$ cat config.mk
export PLATFORM = sky130hd
export DESIGN_NAME = ysyx_22041412_encode
export DESIGN_NICKNAME = d
export VERILOG_FILES = /design/src/rtl/ysyx_22041412_encode.sv
export SDC_FILE = /design/constraint.sdc
export NUM_CORES = 1
export LEC_CHECK = 0
export ABC_AREA = 1
export CAP_MARGIN = 30
export CORE_MARGIN = 2
export CORE_UTILIZATION = 26
export DETAILED_ROUTE_END_ITERATION = 6
export GPL_ROUTABILITY_DRIVEN = 1
export PLACE_DENSITY = 0.47
export SLEW_MARGIN = 10
export SYNTH_ARGS = -nofsm -noshare
export SYNTH_HDL_FRONTEND = slang
export SYNTH_HIERARCHICAL = 1
export SYNTH_SLANG_ARGS = --single-unit
$ cat constraint.sdc
create_clock -name clk -period 2.5 [get_ports clk]
set_input_delay 0.25 -clock clk [delete_from_list [all_inputs] [get_ports clk]]
set_output_delay 0.25 -clock clk [all_outputs]
set_load 0.01 [all_outputs]
$ cat src/rtl/ysyx_22041412_encode.sv
// Field-to-word RV64IM encoder with immediate range check, buffered in a DEPTH-entry FIFO.
// Latency 1 (accept -> out_valid); in_ready drops only when the FIFO is full, no bypass.

// Generic circular FIFO with synchronous clear; pop_dat reads as zero while empty.
// Latency 1; push_rdy = !full, so a full FIFO never takes a push even alongside a pop.
module ysyx_22041412_encode_fifo #(
    parameter int WIDTH = 33,
    parameter int DEPTH = 2
) (
    input  logic             clk,
    input  logic             rst_n,
    input  logic             clr,
    input  logic             push_vld,
    output logic             push_rdy,
    input  logic [WIDTH-1:0] push_dat,
    output logic             pop_vld,
    input  logic             pop_rdy,
    output logic [WIDTH-1:0] pop_dat
);
    localparam int AW = (DEPTH > 1) ? $clog2(DEPTH) : 1;
    localparam int CW = AW + 1;

    logic [AW-1:0]    wr_ptr_q, wr_ptr_d;
    logic [AW-1:0]    rd_ptr_q, rd_ptr_d;
    logic [CW-1:0]    count_q, count_d;
    logic [WIDTH-1:0] mem_q [DEPTH];
    logic             push_fire;
    logic             pop_fire;

    assign push_rdy  = (count_q != CW'(DEPTH));
    assign pop_vld   = (count_q != '0);
    assign pop_dat   = pop_vld ? mem_q[rd_ptr_q] : '0;
    assign push_fire = push_vld & push_rdy & ~clr;
    assign pop_fire  = pop_vld & pop_rdy & ~clr;

    always_comb begin
        wr_ptr_d = wr_ptr_q;
        rd_ptr_d = rd_ptr_q;
        count_d  = count_q;
        if (clr) begin
            wr_ptr_d = '0;
            rd_ptr_d = '0;
            count_d  = '0;
        end else begin
            if (push_fire) wr_ptr_d = wr_ptr_q + AW'(1);
            if (pop_fire)  rd_ptr_d = rd_ptr_q + AW'(1);
            count_d = count_q + CW'(push_fire) - CW'(pop_fire);
        end
    end

    always_ff @(posedge clk or negedge rst_n) begin
        if (!rst_n) begin
            wr_ptr_q <= '0;
            rd_ptr_q <= '0;
            count_q  <= '0;
        end else begin
            wr_ptr_q <= wr_ptr_d;
            rd_ptr_q <= rd_ptr_d;
            count_q  <= count_d;
        end
    end

    // Storage needs no reset: it is only observed through pop_dat, which is gated by pop_vld.
    always_ff @(posedge clk) begin
        if (push_fire) mem_q[wr_ptr_q] <= push_dat;
    end
endmodule

module ysyx_22041412_encode #(
    parameter int DEPTH = 2,
    parameter int CNT_W = 32
) (
    input  logic             clk,
    input  logic             rst_n,
    input  logic             flush,
    input  logic             in_valid,
    output logic             in_ready,
    input  logic [6:0]       in_opcode,
    input  logic [2:0]       in_func3,
    input  logic             in_f30,
    input  logic             in_f25,
    input  logic [4:0]       in_rs1,
    input  logic [4:0]       in_rs2,
    input  logic [4:0]       in_rd,
    input  logic [63:0]      in_imme,
    output logic             out_valid,
    input  logic             out_ready,
    output logic [31:0]      out_instr,
    output logic             out_err,
    output logic [CNT_W-1:0] enc_cnt,
    output logic [CNT_W-1:0] err_cnt
);
    localparam logic [6:0] OP_LOAD   = 7'b0000011;
    localparam logic [6:0] OP_IMM    = 7'b0010011;
    localparam logic [6:0] OP_AUIPC  = 7'b0010111;
    localparam logic [6:0] OP_IMM32  = 7'b0011011;
    localparam logic [6:0] OP_STORE  = 7'b0100011;
    localparam logic [6:0] OP_OP     = 7'b0110011;
    localparam logic [6:0] OP_LUI    = 7'b0110111;
    localparam logic [6:0] OP_OP32   = 7'b0111011;
    localparam logic [6:0] OP_BRANCH = 7'b1100011;
    localparam logic [6:0] OP_JALR   = 7'b1100111;
    localparam logic [6:0] OP_JAL    = 7'b1101111;
    localparam logic [6:0] OP_SYSTEM = 7'b1110011;

    logic        fit11, fit12, fit20, fit31;
    logic [31:0] enc_instr;
    logic        enc_err;
    logic [32:0] head_dat;
    logic        pop_fire;

    logic [CNT_W-1:0] enc_cnt_q, enc_cnt_d;
    logic [CNT_W-1:0] err_cnt_q, err_cnt_d;

    // An immediate fits in N+1 signed bits when every bit from N upward equals the sign.
    assign fit11 = (&in_imme[63:11]) | (~|in_imme[63:11]);
    assign fit12 = (&in_imme[63:12]) | (~|in_imme[63:12]);
    assign fit20 = (&in_imme[63:20]) | (~|in_imme[63:20]);
    assign fit31 = (&in_imme[63:31]) | (~|in_imme[63:31]);

    always_comb begin
        enc_instr = '0;
        enc_err   = 1'b0;
        case (in_opcode)
            OP_JALR, OP_LOAD, OP_IMM, OP_IMM32: begin
                enc_instr = {in_imme[11:0], in_rs1, in_func3, in_rd, in_opcode};
                enc_err   = ~fit11;
            end
            OP_LUI, OP_AUIPC: begin
                enc_instr = {in_imme[31:12], in_rd, in_opcode};
                enc_err   = ~fit31 | (|in_imme[11:0]);
            end
            OP_JAL: begin
                enc_instr = {in_imme[20], in_imme[10:1], in_imme[11], in_imme[19:12],
                             in_rd, in_opcode};
                enc_err   = ~fit20 | in_imme[0];
            end
            OP_BRANCH: begin
                enc_instr = {in_imme[12], in_imme[10:5], in_rs2, in_rs1, in_func3,
                             in_imme[4:1], in_imme[11], in_opcode};
                enc_err   = ~fit12 | in_imme[0];
            end
            OP_STORE: begin
                enc_instr = {in_imme[11:5], in_rs2, in_rs1, in_func3, in_imme[4:0], in_opcode};
                enc_err   = ~fit11;
            end
            OP_OP, OP_OP32: begin
                enc_instr = {1'b0, in_f30, 4'b0000, in_f25, in_rs2, in_rs1, in_func3,
                             in_rd, in_opcode};
            end
            OP_SYSTEM: enc_instr = 32'h0010_0073;
            default:   enc_err   = 1'b1;
        endcase
    end

    ysyx_22041412_encode_fifo #(
        .WIDTH (33),
        .DEPTH (DEPTH)
    ) u_fifo (
        .clk      (clk),
        .rst_n    (rst_n),
        .clr      (flush),
        .push_vld (in_valid),
        .push_rdy (in_ready),
        .push_dat ({enc_err, enc_instr}),
        .pop_vld  (out_valid),
        .pop_rdy  (out_ready),
        .pop_dat  (head_dat)
    );

    assign out_err   = head_dat[32];
    assign out_instr = head_dat[31:0];
    assign pop_fire  = out_valid & out_ready & ~flush;

    always_comb begin
        enc_cnt_d = enc_cnt_q;
        err_cnt_d = err_cnt_q;
        if (pop_fire) begin
            enc_cnt_d = enc_cnt_q + CNT_W'(1);
            if (out_err) err_cnt_d = err_cnt_q + CNT_W'(1);
        end
    end

    always_ff @(posedge clk or negedge rst_n) begin
        if (!rst_n) begin
            enc_cnt_q <= '0;
            err_cnt_q <= '0;
        end else begin
            enc_cnt_q <= enc_cnt_d;
            err_cnt_q <= err_cnt_d;
        end
    end

    assign enc_cnt = enc_cnt_q;
    assign err_cnt = err_cnt_q;
endmodule

### Yosys cells after proc, flatten, opt, wreduce, memory -nomap -nowiden

Memory sizes are Yosys's and may differ from the RTL's.
Cells that the tools add are included.

| cells by class | value |
|---|---|
| $add $sub $neg | 6 |
| $mul | 0 |
| div/mod/pow operators | 0 |
| order comparisons | 0 |
| eq/ne operators | 13 |
| shift-type cells | 0 |
| multiplexer cells | 10 |
| bitwise operators | 16 |
| reductions and logical operators | 22 |

Operator list:

| cell | number |
|---|---|
| $pmux 32 s7 | 1 |
| $add 32x1->32 const B | 2 |
| $reduce_and 53->1 | 1 |
| $reduce_or 53->1 | 1 |
| $reduce_and 52->1 | 1 |
| $reduce_or 52->1 | 1 |
| $reduce_and 44->1 | 1 |
| $reduce_or 44->1 | 1 |
| $mux 33 | 1 |
| $reduce_and 33->1 | 1 |
| $reduce_or 33->1 | 1 |
| $eq 7x6->1 const B | 4 |
| $eq 7x7->1 const B | 4 |
| $eq 7x5->1 const B | 3 |
| $reduce_or 12->1 | 1 |
| $eq 7x2->1 const B | 1 |
| $or 1x1->1 | 7 |
| $mux 1 | 6 |
| $reduce_bool 2->1 | 3 |
| $not 1->1 | 5 |
| $pmux 1 s5 | 1 |
| $reduce_or 5->1 | 1 |
| $and 1x1->1 | 4 |
| $logic_not 1->1 | 4 |
| 9 further kinds | 11 |

| word-level totals | value |
|---|---|
| register bits | 68 |
| latch bits | 0 |
| RAM bits | 66 |
| memory bits (read-only) | 0 |
| input port bits | 96 |
| output and inout port bits | 99 |
| word-level logic and storage cells | 73 |
| memories | 1 |

Memory list:

| name | words | width | read ports | clocked after memory_dff | write ports | RTL line | text |
|---|---|---|---|---|---|---|---|
| u_fifo.mem_q | 2 | 33 | 1 | 0 | 1 | 26 | `logic [WIDTH-1:0] mem_q [DEPTH];` |

### Logic depth before layout (Yosys ltp)

Gate-level depths: netlist (run 1).

| logic depth | value |
|---|---|
| depth in word-level cells | 6 |
| depth in mapped cells | 14 |
| mapped depth without buffers | 14 |

### Hierarchy

The synthesis (run 1) kept the hierarchy.

Modules (own cells, without submodules):

| module | times used | cells an instance | area an instance (µm²) | seq. area each (µm²) |
|---|---|---|---|---|
| ysyx_22041412_encode | 1 | 733 | 4814.6 | 1601.5 |
| ysyx_22041412_encode_fifo | 1 | 211 | 2867.8 | 2082.0 |

### Least setup slack after synthesis (run 1)

OpenSTA, ideal clock, no wires.

| path | value |
|---|---|
| path type | register to register |
| from | register u_fifo.count_q[1] |
| to | memory u_fifo.mem_q[1][0], enable pin |
| arrival | 2.095 ns |
| path slack | -0.018 ns |
| stages on the path, launching flop included | 4 |
| clock period less this slack | 2.518 ns |
| cell sequence | dfrtp_1 -> a21boi_0 -> nand2_1 -> nor2_1 |

| between the ends | value |
|---|---|
| longest elaborated chain between the ends | 5 |

RTL lines:

| element | RTL line | text |
|---|---|---|
| start, declared | 25 | `logic [CW-1:0] count_q, count_d;` |
| start signal, assigned | 59 | `count_q <= count_d;` |
| $ne 2x2->1 | 30 | `assign push_rdy = (count_q != CW'(DEPTH));` |
| $and 1x1->1 (2 in series) | 33 | `assign push_fire = push_vld & push_rdy & ~clr;` |
| $mux 1 | 65 | `if (push_fire) mem_q[wr_ptr_q] <= push_dat;` |
| $mux 1 (not written as such) | 65 |  |
| end, declared | 26 |  |

No other way between the ends.

### Worst setup path in the final report (run 1)

| path | value |
|---|---|
| from | register u_fifo.count_q[0] |
| to | output port out_instr[1] |

| between the ends | value |
|---|---|
| longest elaborated chain between the ends | 2 |

RTL lines:

| element | RTL line | text |
|---|---|---|
| $reduce_bool 2->1 | 31 | `assign pop_vld = (count_q != '0);` |
| $mux 33 | 32 | `assign pop_dat = pop_vld ? mem_q[rd_ptr_q] : '0;` |
| end, declared | 88 | `output logic [31:0] out_instr,` |

No other way between the ends.

==> results_tabular.tex, run 1 <==
\begin{tabular}{lr}
\hline
Metric & Value \\
\hline
\multicolumn{2}{l}{\textbf{Worst setup path}} \\
\quad CP required & $\sim$2.3 ns \\
\quad Cell-by-cell trace of the critical path & inv\_1 -> nand2\_4 -> inv\_4 -> buf\_6 -> a21oi\_1 -> clkdlybuf4s50\_1 \\
\quad Launching element type of the critical path & flip-flop \\
\quad Startpoint-to-endpoint class of the critical path & reg2out \\
\quad Cell type group with the largest total delay on the critical path & buffers and inverters \\
\quad Max stage delay on crit path & $\sim$0.53 ns \\
\quad Endpoint arrival time on the critical path & approximately 2.1 ns \\
\quad Worst path bufs/invs & 4 \\
\quad Minimum setup slack among reg-to-reg paths & just under 0.4 ns \\
\quad Slowest CP cell & sky130\_fd\_sc\_hd\_\_clkdlybuf4s50\_1 \\
\quad CP endpoint kind & primary output \\
\quad Largest driver fanout on the critical path & 25 \\
\multicolumn{2}{l}{\textbf{Floorplanning}} \\
\quad Count of standard-cell rows & 62 \\
\quad Effective utilization at floorplan & between 20\% and 30\% \\
\quad Number of I/O pins & approximately 200 \\
\quad Die area & approximately 31000 sq um \\
\quad Die X-Extent & between 150 and 200 um \\
\quad Area of the placeable core & around 29000 sq um \\
\quad Die extent in y & 176 um \\
\multicolumn{2}{l}{\textbf{Synth}} \\
\quad Yosys top cell area share & 25.8\% \\
\quad Synth top area cells & sky130\_fd\_sc\_hd\_\_edfxtp\_1 (26\%), sky130\_fd\_sc\_hd\_\_dfrtp\_1 (22\%), sky130\_fd\_sc\_hd\_\_nand2\_1 (15\%) \\
\quad Cell area after technology mapping & 7680 sq um \\
\quad YS warnings & 6 \\
\quad Post-Syn Nets & 1044 \\
\quad Library cell with the largest summed area after synthesis & sky130\_fd\_sc\_hd\_\_edfxtp\_1 \\
\quad Unique cell type count in the Yosys netlist & 41 \\
\quad Yosys reg bits & 134 \\
\quad Sequential area share after synthesis & 47.9\% \\
\quad Top cell types by occurrence after synthesis & sky130\_fd\_sc\_hd\_\_nand2\_1 (305), sky130\_fd\_sc\_hd\_\_nor2\_1 (138), sky130\_fd\_sc\_hd\_\_inv\_1 (95) \\
\quad Most common cell in the synthesized netlist & sky130\_fd\_sc\_hd\_\_nand2\_1 \\
\quad Async set or reset register ratio after synthesis & about half \\
\quad Number of enable-type register cells in the synthesized netlist & 66 \\
\quad Cells after synthesis & roughly 940 \\
\quad Average cell area after synthesis & 8.14 sq um \\
\quad Prevailing post-synth register cell & sky130\_fd\_sc\_hd\_\_dfrtp\_1 \\
\multicolumn{2}{l}{\textbf{Clock network}} \\
\quad Count of buffers added by post-CTS timing repair for setup & 0 \\
\quad Clock latency on the worst-skew pair & between 0.4 and 0.5 ns \\
\quad Clock edge transition at the registers on the reported setup and hold paths & about 0.060 ns \\
\quad Clock tree buffer depth & 2 \\
\quad H-tree levels & 4 \\
\quad Sinks on Clock Net & approximately 130 \\
\quad Clk root buf & sky130\_fd\_sc\_hd\_\_clkbuf\_16 \\
\quad Number of buffers created by CTS & 17 \\
\quad Clock tree from TritonCTS & yes \\
\multicolumn{2}{l}{\textbf{Placed design}} \\
\quad GPL Wtd Cong & around 0.9 \\
\quad HPWL after detailed placement & roughly 19000 um \\
\quad Worst slack, placed & 0.232 ns \\
\quad Cell area after placement & 10100 sq um \\
\quad IO buf count & a little under 200 \\
\quad DP Cell Count & between 1500 and 2000 \\
\multicolumn{2}{l}{\textbf{STA}} \\
\quad Shortest period the worst path allows & about 2.4 ns \\
\quad Total of endpoints with negative setup slack in the final report & 0 \\
\quad Unrepaired setup endpoints after global routing & no \\
\quad Count of endpoints failing hold in the final timing report & 0 \\
\quad Setup TNS Final & 0 ns \\
\quad Max-slew violation count & 0 \\
\quad Peak Freq & $\sim$420 MHz \\
\quad Max-slew headroom at the worst pin & a little under 70\% \\
\quad Pin slew with the least headroom to its limit & 0.476 ns \\
\quad Setup skew after layout & 0.00998 ns \\
\quad Final period util & $\sim$94\% \\
\quad Setup ws final & 0.146 ns \\
\multicolumn{2}{l}{\textbf{Drt}} \\
\quad Total number of vias & slightly below 7000 \\
\quad Post-DR vias/cell & $\sim$4.4 \\
\quad Post-Route WL & between 20000 and 25000 um \\
\quad Initial detailed-routing violation count & $\sim$470 \\
\quad DRC violations left & 0 \\
\quad First-pass iteration count of the detailed router & 5 \\
\quad Routed Antenna Nets & 0 \\
\quad Routed length per placed instance & 15.1 um \\
\multicolumn{2}{l}{\textbf{Pwr}} \\
\quad Power per cell area & $\sim$600 nW/um\^{}2 \\
\quad Leakage power & around 4.5 nW \\
\quad Worst VDD drop & 0.463 mV \\
\multicolumn{2}{l}{\textbf{Hold path}} \\
\quad Class of the tightest hold or removal check & in2async \\
\multicolumn{2}{l}{\textbf{Global route}} \\
\quad Most heavily used metal layer in global routing & met2 \\
\quad First-pass GRT wire length & $\sim$37000 um \\
\quad Number of antenna violations at the first check in global routing & 4 \\
\quad Pin count of the biggest net entering global routing & 69 \\
\quad Met1 GRT Util & roughly a fifth \\
\quad GRT Resource Usage Total & 15.4\% \\
\quad Global routing met2 resource utilization & roughly a quarter \\
\quad Met3 usage & under 10\% \\
\quad Aggregate global routing overflow & 0 \\
\quad Vias in the first global route & 6699 \\
\multicolumn{2}{l}{\textbf{Job}} \\
\quad Number of max-cap violations & 0 \\
\multicolumn{2}{l}{\textbf{Cells and area}} \\
\quad Area growth from synthesis to final layout & 40.1\% \\
\quad Finished Cell Area & $\sim$11000 sq um \\
\quad Count of placed standard cells in the final layout, fillers left out & 1558 \\
\quad Net count of the finished layout & around 1300 \\
\quad Final cell utilization of the core & a little under two fifths \\
\quad Share of cells above drive strength 1 & $\sim$8.5\% \\
\multicolumn{2}{l}{\textbf{Run status}} \\
\quad Result of the run & finished clean \\
\hline
\end{tabular}
[worst paths after layout]
path	endpoint	start	depth (start not counted)
worst max register to register	err_cnt[24]	u_fifo/count_q[1]	13
worst min-delay path	enc_cnt[10]	rst_n	3
worst min register to register	enc_cnt[31]	enc_cnt[31]	1
max in group asynchronous	u_fifo/rd_ptr_q	rst_n	3
worst max-delay path	out_instr[1]	u_fifo/count_q[0]	6
min in group clk	enc_cnt[31]	enc_cnt[31]	1
[cells by family after synthesis]
kind of cell,count (synthesis),synth area share [%]
simple gates,566,32.0
xor+xnor,55,6.27
compound gates,74,6.81
flops,134,47.9
fa+ha+maj,4,0.651
buf+inv,111,6.29
[worst min-delay path, stage by stage]
cell	delay (ns)
sky130_fd_sc_hd__dlygate4sd3_1	0.52
sky130_fd_sc_hd__buf_2	0.12
sky130_fd_sc_hd__buf_12	0.31
[flip-flops by register name (all words and copies together), names as in the netlist]
name / cells
u_fifo/mem_q: 66
enc_cnt: 32
err_cnt: 32
u_fifo/count_q: 2
u_fifo/rd_ptr_q: 1
u_fifo/wr_ptr_q: 1
[cell type report]
cell class,instances,area (sq um)
diodes,3,7.51
clock buffers,23,500
clock inverters,9,113
fillers,2995,18200
inverters,99,379
multi-input cells,699,3520
flip-flops and latches,134,3680
well taps,384,480
repair buffers,207,2080
[power breakdown]
group	total, mW	internal (mW)	switching [mW]
sequential	2.57	2.45	0.116
clock	2.56	1.62	0.938
combinational	1.32	0.611	0.713
[layout by cell type, fill, tap and decap left out, drive strengths merged, types with 2 or more instances in the layout]
master and instances:
dfrtp 68, edfxtp 66, a22o 4, ha 4
clkbuf 23, a21oi 37, diode 3, o211ai 3
xor2 37, nor4 6, nor3 26, bufinv 2
o21ai 24, xnor2 18, inv 100, nand3 44
clkdlybuf4s50 193, nand2 313, a22oi 2, clkinv 6
nor2 148, buf 13, nand4 27
[metal layers]
metal	routed length (um)	part of all wire (%)
met3	1730	7.3
met4	202	0.86
met2	10800	46
met5	21	0.089
met1	10800	46
[stage by stage]
stage / total power [mW] / hold WS [ns]
after CTS: 6.55 / 0.407
after floorplan: 3.23 / -0.0456
final: 6.45 / 0.396
after detailed placement: 3.97 / 0.304
after global placement: 3.97 / 0.309
after global routing: 6.77 / 0.422
[timing repair]
| action | 4_1_cts | 5_1_grt |
|---|---|---|
| hold buffers | 1 | 0 |
| endpoints found under the setup margin | 5 | 6 |
| endpoints found under the hold margin | 68 | 0 |
| resized for setup | 1 | 1 |
Note: power is estimated with default switching activity, not from simulation.
==> run 2: changes to the inputs <==
--- a/config.mk
+++ b/config.mk
@@ -7,11 +7,13 @@
 export LEC_CHECK = 0
 export ABC_AREA = 1
 export CAP_MARGIN = 30
+export CELL_PAD_IN_SITES_DETAIL_PLACEMENT = 0
+export CELL_PAD_IN_SITES_GLOBAL_PLACEMENT = 1
 export CORE_MARGIN = 2
 export CORE_UTILIZATION = 26
 export DETAILED_ROUTE_END_ITERATION = 6
 export GPL_ROUTABILITY_DRIVEN = 1
-export PLACE_DENSITY = 0.47
+export PLACE_DENSITY = 0.62
 export SLEW_MARGIN = 10
 export SYNTH_ARGS = -nofsm -noshare
 export SYNTH_HDL_FRONTEND = slang
==> results_tabular.tex, run 2 (synthesis gave the netlist of run 1 again) <==
\begin{tabular}{lr}
\hline
Metric & Value \\
\hline
\multicolumn{2}{l}{\textbf{Run status}} \\
\quad Result of the run & finished clean (unchanged) \\
\multicolumn{2}{l}{\textbf{Clock network}} \\
\quad Clock latency on the worst-skew pair & 0.42 ns (was 0.41 ns) \\
\quad Clock tree from TritonCTS & yes (unchanged) \\
\quad Number of buffers created by CTS & 17 (unchanged) \\
\quad Clock edge transition at the registers on the reported setup and hold paths & 0.06 ns (about the same) \\
\quad Sinks on Clock Net & 134 (unchanged) \\
\quad H-tree levels & 4 (unchanged) \\
\quad Count of buffers added by post-CTS timing repair for setup & 0 (unchanged) \\
\quad Clk root buf & sky130\_fd\_sc\_hd\_\_clkbuf\_16 (unchanged) \\
\quad Clock tree buffer depth & 2 (unchanged) \\
\multicolumn{2}{l}{\textbf{Pwr}} \\
\quad Switching power & 1.80 mW (was 1.77 mW) \\
\quad Switching Fraction & 28.4\% (was 27.4\%) \\
\quad Comb power frac & 20.9\% (was 20.5\%) \\
\quad Total chip power & 6.35 mW (was 6.45 mW) \\
\quad Worst VDD drop & 0.317 mV (was 0.463 mV) \\
\quad Flop pwr share & 40.5\% (was 39.8\%) \\
\quad Leakage power & 4.49 nW (was 4.52 nW) \\
\quad Clock power share & 38.6\% (was 39.7\%) \\
\quad Internal power & 4.54 mW (was 4.69 mW) \\
\quad Power per cell area & 592 nW/um\^{}2 (was 600 nW/um\^{}2) \\
\multicolumn{2}{l}{\textbf{Worst setup path}} \\
\quad Cell count of the worst reg-to-reg path & 12 (was 13) \\
\quad CP required & 2.25 ns (about the same) \\
\quad Crit. Startpoint & u\_fifo/count\_q[1] (was u\_fifo/count\_q[0]) \\
\quad Cell type group with the largest total delay on the critical path & buffers and inverters (unchanged) \\
\quad Launch instance of the worst register-to-register path & u\_fifo/rd\_ptr\_q (was u\_fifo/count\_q[1]) \\
\quad Worst path bufs/invs & 4 (unchanged) \\
\quad Cell-by-cell trace of the critical path & inv\_2 -> nand2\_4 -> inv\_4 -> buf\_12 -> a21oi\_1 -> clkdlybuf4s50\_1 (was inv\_1 -> nand2\_4 -> inv\_4 -> buf\_6 -> a21oi\_1 -> clkdlybuf4s50\_1) \\
\quad Startpoint-to-endpoint class of the critical path & reg2out (unchanged) \\
\quad Max stage delay on crit path & 0.58 ns (was 0.53 ns) \\
\quad CP endpoint kind & primary output (unchanged) \\
\quad Minimum setup slack among reg-to-reg paths & 0.26 ns (was 0.39 ns) \\
\quad Slowest CP cell & sky130\_fd\_sc\_hd\_\_clkdlybuf4s50\_1 (unchanged) \\
\quad Largest driver fanout on the critical path & 32 (was 25) \\
\quad Endpoint arrival time on the critical path & 2.05 ns (was 2.10 ns) \\
\quad Launching element type of the critical path & flip-flop (unchanged) \\
\quad Stages on worst setup path & 6 (unchanged) \\
\quad Critical register-to-register path endpoint & err\_cnt[24] (unchanged) \\
\quad Termination of the worst setup path & out\_instr[1] (unchanged) \\
\multicolumn{2}{l}{\textbf{STA}} \\
\quad Final period util & 92.0\% (was 94.2\%) \\
\quad Setup skew after layout & 0.0160 ns (was 0.00998 ns) \\
\quad Pin slew with the least headroom to its limit & 0.576 ns (was 0.476 ns) \\
\quad Peak Freq & 435 MHz (was 425 MHz) \\
\quad Shortest period the worst path allows & 2.30 ns (was 2.35 ns) \\
\quad Max-slew headroom at the worst pin & 61.6\% (was 68.0\%) \\
\quad Max-slew violation count & 0 (unchanged) \\
\quad Total of endpoints with negative setup slack in the final report & 0 (unchanged) \\
\quad Setup TNS Final & 0 ns (unchanged) \\
\quad Count of endpoints failing hold in the final timing report & 0 (unchanged) \\
\quad Unrepaired setup endpoints after global routing & no (unchanged) \\
\multicolumn{2}{l}{\textbf{Drt}} \\
\quad Routed length per placed instance & 15.4 um (was 15.1 um) \\
\quad Routed Antenna Nets & 0 (unchanged) \\
\quad Post-Route WL & 24000 um (was 23600 um) \\
\quad DRC violations left & 0 (unchanged) \\
\quad First-pass iteration count of the detailed router & 5 (unchanged) \\
\quad Total number of vias & 6768 (was 6833) \\
\quad Initial detailed-routing violation count & 298 (was 469) \\
\quad Post-DR vias/cell & 4.35 (was 4.39) \\
\multicolumn{2}{l}{\textbf{Cells and area}} \\
\quad Finished Cell Area & 10700 sq um (was 10800 sq um) \\
\quad Count of placed standard cells in the final layout, fillers left out & 1555 (was 1558) \\
\quad Most frequent standard cell in the layout excluding fill and tap cells & sky130\_fd\_sc\_hd\_\_nand2\_1 (unchanged) \\
\quad Net count of the finished layout & 1257 (was 1258) \\
\quad Area growth from synthesis to final layout & 39.5\% (was 40.1\%) \\
\quad Max FFs per register & 66 (unchanged) \\
\quad Most flop-heavy register & u\_fifo/mem\_q (unchanged) \\
\quad Share of cells above drive strength 1 & 8.46\% (was 8.54\%) \\
\quad Final cell utilization of the core & 37.0\% (was 37.2\%) \\
\quad Most frequent cells in the layout & sky130\_fd\_sc\_hd\_\_nand2\_1 (305), sky130\_fd\_sc\_hd\_\_clkdlybuf4s50\_1 (193), sky130\_fd\_sc\_hd\_\_nor2\_1 (137), sky130\_fd\_sc\_hd\_\_inv\_1 (95), sky130\_fd\_sc\_hd\_\_dfrtp\_1 (68) (unchanged) \\
\multicolumn{2}{l}{\textbf{Placed design}} \\
\quad DP Cell Count & 1522 (unchanged) \\
\quad GPL Wtd Cong & 0.880 (was 0.875) \\
\quad IO buf count & 194 (unchanged) \\
\quad HPWL after detailed placement & 19200 um (was 19000 um) \\
\quad Cell area after placement & 10100 sq um (unchanged) \\
\multicolumn{2}{l}{\textbf{Global route}} \\
\quad Pin count of the biggest net entering global routing & 35 (was 69) \\
\quad GRT Resource Usage Total & 16.0\% (was 15.4\%) \\
\quad First-pass GRT wire length & 37900 um (was 36800 um) \\
\quad Number of antenna violations at the first check in global routing & 2 (was 4) \\
\quad Aggregate global routing overflow & 0 (unchanged) \\
\quad Vias in the first global route & 6894 (was 6699) \\
\multicolumn{2}{l}{\textbf{Floorplanning}} \\
\quad Die extent in y & 176 um (unchanged) \\
\quad Die area & 30900 sq um (unchanged) \\
\quad Effective utilization at floorplan & 26.6\% (unchanged) \\
\quad Count of standard-cell rows & 62 (unchanged) \\
\quad Number of I/O pins & 195 (unchanged) \\
\quad Area of the placeable core & 28900 sq um (unchanged) \\
\quad Die X-Extent & 176 um (unchanged) \\
\multicolumn{2}{l}{\textbf{Job}} \\
\quad Number of max-cap violations & 0 (unchanged) \\
\multicolumn{2}{l}{\textbf{Hold path}} \\
\quad Class of the tightest hold or removal check & in2async (unchanged) \\
\hline
\end{tabular}
==> run 2: area by class of cell <==
type,count,area [sq um]
flip-flops and latches,134,3680
clock buffers,18,429
diodes,1,2.50
multi-input cells,699,3520
clock inverters,14,151
well taps,384,480
fillers,2961,18200
inverters,99,379
repair buffers,206,2070
==> run 2: worst min-delay path by stage <==
stage	endpoint	slack, ns	cells past startpoint
floorplan	enc_cnt[0]	-0.05	0
global placement	enc_cnt[10]	0.29	1
detailed placement	enc_cnt[10]	0.28	1
CTS	enc_cnt[10]	0.36	2
global route	enc_cnt[14]	0.40	2
finish	enc_cnt[12]	0.35	2
==> run 2: metrics by stage <==
step	setup slack, ns	hold slack (ns)
floorplan	0.507	-0.0456
global placement	0.289	0.286
global route	0.0465	0.399
CTS	0.0625	0.360
finish	0.201	0.353
detailed placement	0.250	0.281
==> run 2: routing by layer <==
metal  part of all wire [%]  up-vias  track usage (%)
met1                     45     3067             20.3
met4                    1.5        2             4.65
met5                  0.033        -                0
li1                       -     3498                -
met2                     46      178             26.0
met3                    7.2       23             5.26
==> run 2: power groups by stage <==
stage	sequential (mW)	combinational, mW	clock (mW)
6_report	2.57	1.33	2.45
5_1_grt	2.59	1.46	2.64
4_1_cts	2.57	1.36	2.52
3_5_place_dp	2.62	1.36	0
3_3_place_gp	2.62	1.36	0
2_1_floorplan	2.61	0.617	0
==> run 2: what timing repair did <==
item / CTS / global route
endpoints found under the hold margin: 22 / 0
pin swaps: 0 / 0
hold buffers: 1 / 0
gates resized for setup: 0 / 1
setup endpoints to repair: 1 / 1
==> run 3: changes to the inputs <==
--- a/config.mk
+++ b/config.mk
@@ -11,9 +11,12 @@
 export CELL_PAD_IN_SITES_GLOBAL_PLACEMENT = 1
 export CORE_MARGIN = 2
 export CORE_UTILIZATION = 26
+export CTS_BUF_LIST = sky130_fd_sc_hd__clkbuf_8
+export CTS_CLUSTER_SIZE = 25
 export DETAILED_ROUTE_END_ITERATION = 6
 export GPL_ROUTABILITY_DRIVEN = 1
 export PLACE_DENSITY = 0.62
+export REMOVE_ABC_BUFFERS = 1
 export SLEW_MARGIN = 10
 export SYNTH_ARGS = -nofsm -noshare
 export SYNTH_HDL_FRONTEND = slang
==> results_tabular.tex, run 3 (synthesis gave the netlist of run 1 again) <==
\begin{tabular}{lr}
\hline
Metric & Value \\
\hline
\multicolumn{2}{l}{\textbf{Worst setup path}} \\
\quad Launching element type of the critical path & flip-flop (unchanged) \\
\quad Critical register-to-register path endpoint & err\_cnt[24] (unchanged) \\
\quad CP required & 2.25 ns (about the same) \\
\quad Cell count of the worst reg-to-reg path & 12 (unchanged) \\
\quad Termination of the worst setup path & out\_err (was out\_instr[1]) \\
\quad Endpoint arrival time on the critical path & 2.11 ns (was 2.05 ns) \\
\quad Crit. Startpoint & u\_fifo/rd\_ptr\_q (was u\_fifo/count\_q[1]) \\
\quad Largest driver fanout on the critical path & 34 (was 32) \\
\quad Minimum setup slack among reg-to-reg paths & 0.27 ns (was 0.26 ns) \\
\quad CP endpoint kind & primary output (unchanged) \\
\quad Launch instance of the worst register-to-register path & u\_fifo/rd\_ptr\_q (unchanged) \\
\quad Startpoint-to-endpoint class of the critical path & reg2out (unchanged) \\
\multicolumn{2}{l}{\textbf{STA}} \\
\quad Max-slew violation count & 0 (unchanged) \\
\quad Unrepaired setup endpoints after global routing & yes (was no) \\
\quad Shortest period the worst path allows & 2.36 ns (was 2.30 ns) \\
\quad Final period util & 94.3\% (was 92.0\%) \\
\quad Peak Freq & 424 MHz (was 435 MHz) \\
\quad Setup skew after layout & 0.0139 ns (was 0.0160 ns) \\
\quad Pin slew with the least headroom to its limit & 0.591 ns (was 0.576 ns) \\
\quad Count of endpoints failing hold in the final timing report & 0 (unchanged) \\
\quad Total of endpoints with negative setup slack in the final report & 0 (unchanged) \\
\quad Max-slew headroom at the worst pin & 60.6\% (was 61.6\%) \\
\multicolumn{2}{l}{\textbf{Clock network}} \\
\quad H-tree levels & 4 (unchanged) \\
\quad Clock tree from TritonCTS & yes (unchanged) \\
\quad Clock tree buffer depth & 2 (unchanged) \\
\quad Clock latency on the worst-skew pair & 0.44 ns (was 0.42 ns) \\
\quad Clock edge transition at the registers on the reported setup and hold paths & 0.09 ns (was 0.06 ns) \\
\quad Sinks on Clock Net & 134 (unchanged) \\
\quad Number of buffers created by CTS & 17 (unchanged) \\
\quad Clk root buf & sky130\_fd\_sc\_hd\_\_clkbuf\_8 (was sky130\_fd\_sc\_hd\_\_clkbuf\_16) \\
\multicolumn{2}{l}{\textbf{Pwr}} \\
\quad Power per cell area & 547 nW/um\^{}2 (was 592 nW/um\^{}2) \\
\quad Leakage power & 4.43 nW (was 4.49 nW) \\
\quad Total chip power & 5.78 mW (was 6.35 mW) \\
\quad Worst VDD drop & 0.254 mV (was 0.317 mV) \\
\multicolumn{2}{l}{\textbf{Cells and area}} \\
\quad Share of cells above drive strength 1 & 8.94\% (was 8.46\%) \\
\quad Number of filler instances in the final layout & 2969 (was 2961) \\
\quad Net count of the finished layout & 1261 (was 1257) \\
\quad Final cell utilization of the core & 36.5\% (was 37.0\%) \\
\quad Total inserted antenna cells & 0 (was 1) \\
\quad Most frequent standard cell in the layout excluding fill and tap cells & sky130\_fd\_sc\_hd\_\_nand2\_1 (unchanged) \\
\quad Max FFs per register & 66 (unchanged) \\
\quad Area growth from synthesis to final layout & 37.5\% (was 39.5\%) \\
\quad Most frequent cells in the layout & sky130\_fd\_sc\_hd\_\_nand2\_1 (305), sky130\_fd\_sc\_hd\_\_clkdlybuf4s50\_1 (193), sky130\_fd\_sc\_hd\_\_nor2\_1 (137), sky130\_fd\_sc\_hd\_\_inv\_1 (95), sky130\_fd\_sc\_hd\_\_dfrtp\_1 (68) (unchanged) \\
\quad Most flop-heavy register & u\_fifo/mem\_q (unchanged) \\
\multicolumn{2}{l}{\textbf{Drt}} \\
\quad Routed Antenna Nets & 0 (unchanged) \\
\quad Total met3 wirelength after detailed routing & 1510 um (was 1730 um) \\
\quad DRC violations left & 0 (unchanged) \\
\quad Initial detailed-routing violation count & 256 (was 298) \\
\quad DR top layer & met5 (unchanged) \\
\quad First-pass iteration count of the detailed router & 5 (unchanged) \\
\quad Routed length per placed instance & 14.9 um (was 15.4 um) \\
\quad Post-Route WL & 23200 um (was 24000 um) \\
\quad Routed metal-1 wire length & 10500 um (was 10800 um) \\
\quad Total number of vias & 6744 (was 6768) \\
\quad Detailed-routed wire length on met2 & 10900 um (was 11000 um) \\
\quad Post-DR vias/cell & 4.33 (was 4.35) \\
\multicolumn{2}{l}{\textbf{Run status}} \\
\quad Result of the run & finished clean (unchanged) \\
\multicolumn{2}{l}{\textbf{Global route}} \\
\quad Aggregate global routing overflow & 0 (unchanged) \\
\quad First-pass GRT wire length & 36400 um (was 37900 um) \\
\quad GRT Resource Usage Total & 15.3\% (was 16.0\%) \\
\quad Pin count of the biggest net entering global routing & 35 (unchanged) \\
\quad Vias in the first global route & 6742 (was 6894) \\
\quad Number of antenna violations at the first check in global routing & 2 (unchanged) \\
\multicolumn{2}{l}{\textbf{Floorplanning}} \\
\quad Die extent in y & 176 um (unchanged) \\
\quad Die X-Extent & 176 um (unchanged) \\
\quad Number of I/O pins & 195 (unchanged) \\
\quad Effective utilization at floorplan & 26.6\% (unchanged) \\
\quad Count of standard-cell rows & 62 (unchanged) \\
\quad Die area & 30900 sq um (unchanged) \\
\quad Area of the placeable core & 28900 sq um (unchanged) \\
\multicolumn{2}{l}{\textbf{Placed design}} \\
\quad HPWL after detailed placement & 18700 um (was 19200 um) \\
\quad IO buf count & 194 (unchanged) \\
\quad GPL Wtd Cong & 0.844 (was 0.880) \\
\multicolumn{2}{l}{\textbf{Job}} \\
\quad Number of max-cap violations & 0 (unchanged) \\
\multicolumn{2}{l}{\textbf{Hold path}} \\
\quad Class of the tightest hold or removal check & in2async (unchanged) \\
\hline
\end{tabular}
==> run 3: area by class of cell <==
| type | instances | area [sq um] | area share, % |
|---|---|---|---|
| inverter | 99 | 379 | 3.59 |
| clock buffer | 17 | 234 | 2.21 |
| timing repair buffer | 210 | 2100 | 19.9 |
| clock inverter | 15 | 169 | 1.60 |
| multi-input combinational | 699 | 3520 | 33.3 |
| tap | 384 | 480 | 4.55 |
| sequential | 134 | 3680 | 34.9 |
==> run 3: layer usage <==
| metal | GRT usage [%] | up-vias |
|---|---|---|
| met3 | 4.35 | 19 |
| met2 | 25.8 | 171 |
| met5 | 0 | - |
| met4 | 3.58 | 2 |
| li1 | - | 3488 |
| met1 | 19.3 | 3064 |
==> run 3: repair_timing <==
item / CTS / global route
endpoints found under the hold margin: 23 / 0
setup endpoints to repair: 23 / 18
pin swaps: 0 / 0
gates resized for setup: 2 / 2
hold buffers: 1 / 0
setup buffers: 0 / 0
==> run 3: power by group <==
part           switching (mW)  internal [mW]  leakage (nW)
registers               0.127           2.45          1.46
clock network           0.945          0.912         0.192
logic                   0.722          0.623          2.78
total                    1.79           3.98          4.43
==> run 3: worst min path at each step <==
stage | startpoint | endpoint | slack (ns) | depth (start not counted)
5_1_grt | rst_n | enc_cnt[7] | 0.39 | 2
6_report | rst_n | enc_cnt[7] | 0.34 | 2
4_1_cts | rst_n | enc_cnt[8] | 0.34 | 2
2_1_floorplan | rst_n | enc_cnt[0] | -0.05 | 0
3_5_place_dp | rst_n | enc_cnt[8] | 0.29 | 1
3_3_place_gp | rst_n | enc_cnt[8] | 0.29 | 1
==> run 3: critical path, stage by stage (launching register included) <==
cell,delay (ns)
sky130_fd_sc_hd__dfrtp_1,0.46
sky130_fd_sc_hd__clkinv_4,0.25
sky130_fd_sc_hd__nand2_1,0.09
sky130_fd_sc_hd__a21oi_1,0.18
sky130_fd_sc_hd__buf_4,0.16
sky130_fd_sc_hd__clkdlybuf4s50_1,0.53
==> run 3: metrics by stage <==
stage               worst slack, ns  TNS, ns  area, sq um  std cells  hold slack [ns]
floorplan                   -0.0177   -0.584         7580        932          -0.0456
global placement              0.249        0        10100       1526            0.291
detailed placement            0.255        0        10100       1526            0.294
CTS                          0.0150        0        10600       1558            0.337
global route                -0.0190  -0.0190        10600       1558            0.385
finish                        0.142        0        10600       1558            0.337
